**config.mk**
```make
export PLATFORM = sky130hd
export DESIGN_NAME = mem_arbiter
export DESIGN_NICKNAME = d
export VERILOG_FILES = /design/src/rtl/mem_arbiter.sv
export SDC_FILE = /design/constraint.sdc
export NUM_CORES = 1
export LEC_CHECK = 0
export CAP_MARGIN = 15
export CORE_AREA = 3 3 107 109
export CTS_BUF_LIST = sky130_fd_sc_hd__clkbuf_8
export CTS_CLUSTER_DIAMETER = 120
export DETAILED_ROUTE_END_ITERATION = 6
export DIE_AREA = 0 0 110 112
export PLACE_DENSITY = 0.73
export RECOVER_POWER = 100
export SLEW_MARGIN = 20
export SYNTH_ARGS = -nofsm -noshare
export SYNTH_HDL_FRONTEND = slang
export SYNTH_SLANG_ARGS = --single-unit
export TNS_END_PERCENT = 30
```
**constraint.sdc**
```tcl
create_clock -name clk -period 4 [get_ports clk]
set_input_delay 0.6 -clock clk [delete_from_list [all_inputs] [get_ports clk]]
set_output_delay 0.6 -clock clk [all_outputs]
set_load 0.01 [all_outputs]
```
**src/rtl/mem_arbiter.sv**
```systemverilog
// Two-port memory arbiter: instruction port 0 (read-only) and data port 1 (read/write)
// share one memory; read responses are routed back through a fixed-latency tag pipeline.
module mem_arbiter #(
  parameter int unsigned LATENCY   = 1,
  parameter int unsigned DATA_PRIO = 0
) (
  input  logic        clk,
  input  logic        reset,

  input  logic        p0_req,
  input  logic [31:0] p0_addr,
  output logic        p0_gnt,
  output logic        p0_rvalid,
  output logic [31:0] p0_rdata,

  input  logic        p1_req,
  input  logic [31:0] p1_addr,
  input  logic [31:0] p1_wdata,
  input  logic        p1_we,
  output logic        p1_gnt,
  output logic        p1_rvalid,
  output logic [31:0] p1_rdata,

  output logic [31:0] mem_addr,
  output logic [31:0] mem_data_i,
  input  logic [31:0] mem_data_o,
  output logic        mem_data_en,
  output logic        mem_write_en,

  output logic [15:0] conflict_cnt
);

  // last_q: 1 means port 1 was granted most recently
  logic               last_q, last_d;
  logic [LATENCY-1:0] tag_vld_q, tag_vld_d;
  logic [LATENCY-1:0] tag_port_q, tag_port_d;
  logic [15:0]        conflict_cnt_q, conflict_cnt_d;
  logic               gnt0, gnt1;
  logic               rd_issue;

  // Grants are gated by reset so nothing leaks onto the bus while reset is held.
  always_comb begin
    gnt0 = 1'b0;
    gnt1 = 1'b0;
    if (reset) begin
      if (p0_req && p1_req) begin
        if ((DATA_PRIO == 1) || !last_q) begin
          gnt1 = 1'b1;
        end else begin
          gnt0 = 1'b1;
        end
      end else begin
        gnt0 = p0_req;
        gnt1 = p1_req;
      end
    end
  end

  assign p0_gnt = gnt0;
  assign p1_gnt = gnt1;

  always_comb begin
    mem_addr     = 32'h0;
    mem_data_i   = 32'h0;
    mem_data_en  = 1'b0;
    mem_write_en = 1'b0;
    if (gnt0) begin
      mem_addr    = p0_addr;
      mem_data_en = 1'b1;
    end else if (gnt1) begin
      mem_addr     = p1_addr;
      mem_data_i   = p1_wdata;
      mem_data_en  = 1'b1;
      mem_write_en = p1_we;
    end
  end

  assign rd_issue = gnt0 | (gnt1 & ~p1_we);

  always_comb begin
    last_d = last_q;
    if (gnt0) begin
      last_d = 1'b0;
    end else if (gnt1) begin
      last_d = 1'b1;
    end
  end

  always_comb begin
    tag_vld_d     = '0;
    tag_port_d    = '0;
    tag_vld_d[0]  = rd_issue;
    tag_port_d[0] = gnt1;
    for (int i = 1; i < int'(LATENCY); i++) begin
      tag_vld_d[i]  = tag_vld_q[i-1];
      tag_port_d[i] = tag_port_q[i-1];
    end
  end

  always_comb begin
    conflict_cnt_d = conflict_cnt_q;
    if (p0_req && p1_req && (conflict_cnt_q != 16'hFFFF)) begin
      conflict_cnt_d = conflict_cnt_q + 16'd1;
    end
  end

  always_ff @(posedge clk or negedge reset) begin
    if (!reset) begin
      last_q         <= 1'b1;
      tag_vld_q      <= '0;
      tag_port_q     <= '0;
      conflict_cnt_q <= 16'h0;
    end else begin
      last_q         <= last_d;
      tag_vld_q      <= tag_vld_d;
      tag_port_q     <= tag_port_d;
      conflict_cnt_q <= conflict_cnt_d;
    end
  end

  assign p0_rvalid    = tag_vld_q[LATENCY-1] & ~tag_port_q[LATENCY-1];
  assign p1_rvalid    = tag_vld_q[LATENCY-1] &  tag_port_q[LATENCY-1];
  assign p0_rdata     = p0_rvalid ? mem_data_o : 32'h0;
  assign p1_rdata     = p1_rvalid ? mem_data_o : 32'h0;
  assign conflict_cnt = conflict_cnt_q;

endmodule

```
==> flow_summary.toml <==
[run_status]
status = "finished, violations left"
violations = "max-capacitance violations, max-slew violations"

[finish]
antenna_cells = 0
fin_nets = 643
nFillCells = 1030
drive_above_1_share_pct = 4.92
synthToLayoutAreaGrowth_pct = 148

[place]
dp_slack_ps = 675
gp_congestion = 0.866
dpl.hpwl_mm = 9.53
io_buffers = 282

[timing]
hold_viol_final = 0
tns_ps = 0
setup_viol = 0
slew_headroom_pct = -62.3
tightest_slew_ps = 2410
max_freq_mhz = 282
skew_ps = 1.43
fin_crit_ps = 3540
drv_slew = 13
finalCritPeriodShare_pct = 88.6
rsz0062_at_grt = "no"
finalWorstSetupSlack_ps = 456

[critical_path]
crit_path_top_delay_cell = "dlygate4sd3_1"
path_buf_inv = 3
crit_family = "buffers and inverters"
path_cells = "dlygate4sd3_1 -> nand2_1 -> a21oi_4 -> clkbuf_2 -> and2_1 -> dlygate4sd3_1"
worstSetupPathType = "in -> out"
crit_path_frequent_cell = "dlygate4sd3_1"
required_ps = 3400
regToRegStartpoint = "conflict_cnt[0]$_DFFE_PN0P_"
start_kind = "input pin"
endpoint_kind = "output port"
cp.arrival_ps = 2940
crit_path_max_incr_delay_ps = 660
startpoint = "reset"
critPathMaxFanout = 32

[power_and_ir_drop]
p_leak_uw = 0.00237
peakVddDrop_mv = 0.157
p_per_area_nw_per_um2 = 183

[synthesis]
synth-async-reset-ratio_pct = 100
synth_ff_type = "dfrtp_1"
synth_area_um2 = 2000
netlist-cell-type-count = 39
synth_seq_area_share_pct = 23.9
netlist_instances = 237
synth_edf_count = 0
syn_avg_cell_area_um2 = 8.43
synth-seq-cells = 19
synthesis.nets = 371
ys_warn_count = 0

[hold_path]
hold_path_startpoint = "last_q$_DFFE_PN1P_"
min_path_type = "reg -> reg"

[die]
die_w_um = 110
fp.dieArea_um2 = 12300
start_util_pct = 18.7
rows = 38
die_y_um = 112
coreArea_um2 = 10700
ios = 283

[grt]
antenna_found_initial = 2
grt_max_degree = 35
grt_pass1_vias = 2877
grt_usage_pct = 16.4
gr-total-overflow = 0
grt_pass1_wl_mm = 15.8

[route]
drt_wl_total_mm = 11.0
avgViaCountPerCell = 4.40
routedWlPerCell_um = 17.0
drtIter0Drc = 141
vias = 2848
dr.pass1.iters = 4
ant_nets = 0
drc = 0

[cts]
path_clk_slew_ps = 70
post_cts_buffers = 0
htree_levels = 1
clock_sinks = 19
cts_buffers = 3
cts.root.buffer_cell = "clkbuf_8"
cts_tree = "built"
cts-resized-gates = 0
clk_path_buf_depth = 2
holdBufCountCts = 0
insertion_delay_ps = 260

[job]
drv_cap = 1
[where the power goes]
part | switching [uW] | internal, uW
Sequential | 57.4 | 227
Clock | 63.6 | 68.3
Combinational | 186 | 303
[metrics by stage]
stage               instances  hold slack [ps]  total power (uW)  area, um^2  util, %
finish                    648              519               906        4950     46.3
global route              648              546               970        4950     46.3
CTS                       648              521               953        4990     46.6
detailed placement        644              511               816        4940     46.2
global placement          644              503               809        4940     46.2
floorplan                 237              304               452        2000        -
[cells in the mapped netlist (2+ instances only)]
master    count  share of area [%]
nand2_1      10                1.9
and3_1       36                 11
clkbuf_1     11                2.1
nor4_2        3                1.9
and2_1       66                 21
dfrtp_1      18                 23
nand3_2       2                1.0
xnor2_1       2               0.88
a22o_1       32                 14
nand4_1       4                1.3
nor3_2        6                3.0
nand3_1       3               0.75
buf_2         5                1.3
buf_4         3                1.1
xor2_1       12                5.3
[metal layers]
metal	vias to the layer above	routed length, um	global-route usage, %
met5	-	27	0
met4	4	191	3.33
met3	16	1510	7.19
met2	175	5470	29.7
met1	1271	3820	17.3
li1	1382	-	-
[worst paths after layout]
check / end / slack (ps) / cells past startpoint
setup / recovery: mem_data_i[17] / 460 / 6
hold / removal: last_q$_DFFE_PN1P_ / 520 / 2
setup reg to reg: conflict_cnt[1]$_DFFE_PN0P_ / 730 / 5
hold reg to reg: last_q$_DFFE_PN1P_ / 520 / 2
max in group asynchronous: conflict_cnt[14]$_DFFE_PN0P_ / 2310 / 2
min in group asynchronous: conflict_cnt[2]$_DFFE_PN0P_ / 630 / 1
[final cells by class]
cell class	count	area [um^2]	share of cell area, %
clock buffer	3	41.3	0.834
clock inverter	1	3.75	0.0758
inverter	2	7.51	0.152
multi-input combinational	196	1400	28.2
sequential	19	477	9.62
tap	140	175	3.54
timing repair buffer	287	2850	57.6
[layout by cell type, fill, tap and decap left out, drive strengths merged]
| master | Yosys | routed |
|---|---|---|
| buf | 9 | 2 |
| o21ai | 2 | 2 |
| and2 | 66 | 66 |
| a21boi | 1 | 1 |
| mux2i | 1 | 1 |
| or2 | 1 | 1 |
| a22o | 32 | 32 |
| and3 | 36 | 36 |
| dlygate4sd3 | 0 | 123 |
| nor3 | 6 | 6 |
| dfrtp | 18 | 18 |
| nor2b | 1 | 1 |
| xor2 | 12 | 12 |
| and4 | 2 | 2 |
| xnor2 | 2 | 2 |
| nor3b | 1 | 1 |
| o21a | 1 | 1 |
| nand4 | 5 | 5 |
| nor2 | 2 | 2 |
| mux2 | 1 | 1 |
| clkbuf | 11 | 6 |
| a21oi | 2 | 2 |
| dfstp | 1 | 1 |
| nand2 | 11 | 11 |
| clkdlybuf4s50 | 0 | 159 |
| nand3 | 5 | 5 |
| inv | 2 | 3 |
| nor4 | 5 | 5 |
| ha | 1 | 1 |
[kinds of logic after synthesis]
group                      after synthesis  share of synthesized area [%]
and+or+nand+nor                        141                           47.0
AOI/OAI and AO/OA                       38                           16.0
buffers and inverters                   22                           5.38
DFF                                     19                           23.9
xor gates and xnor gates                14                           6.14
muxes                                    2                           1.06
adders and majority gates                1                          0.626
[worst min-delay path, stage by stage (launching register included)]
cell	delay, ps
dfstp_2	390
nand2_1	50
o21ai_0	70
[flip-flops by register name, indices dropped and copies added (netlist names)]
signal,cells
conflict_cnt,16
last_q,1
tag_port_q,1
tag_vld_q,1
Note: power is estimated with default switching activity, not from simulation.
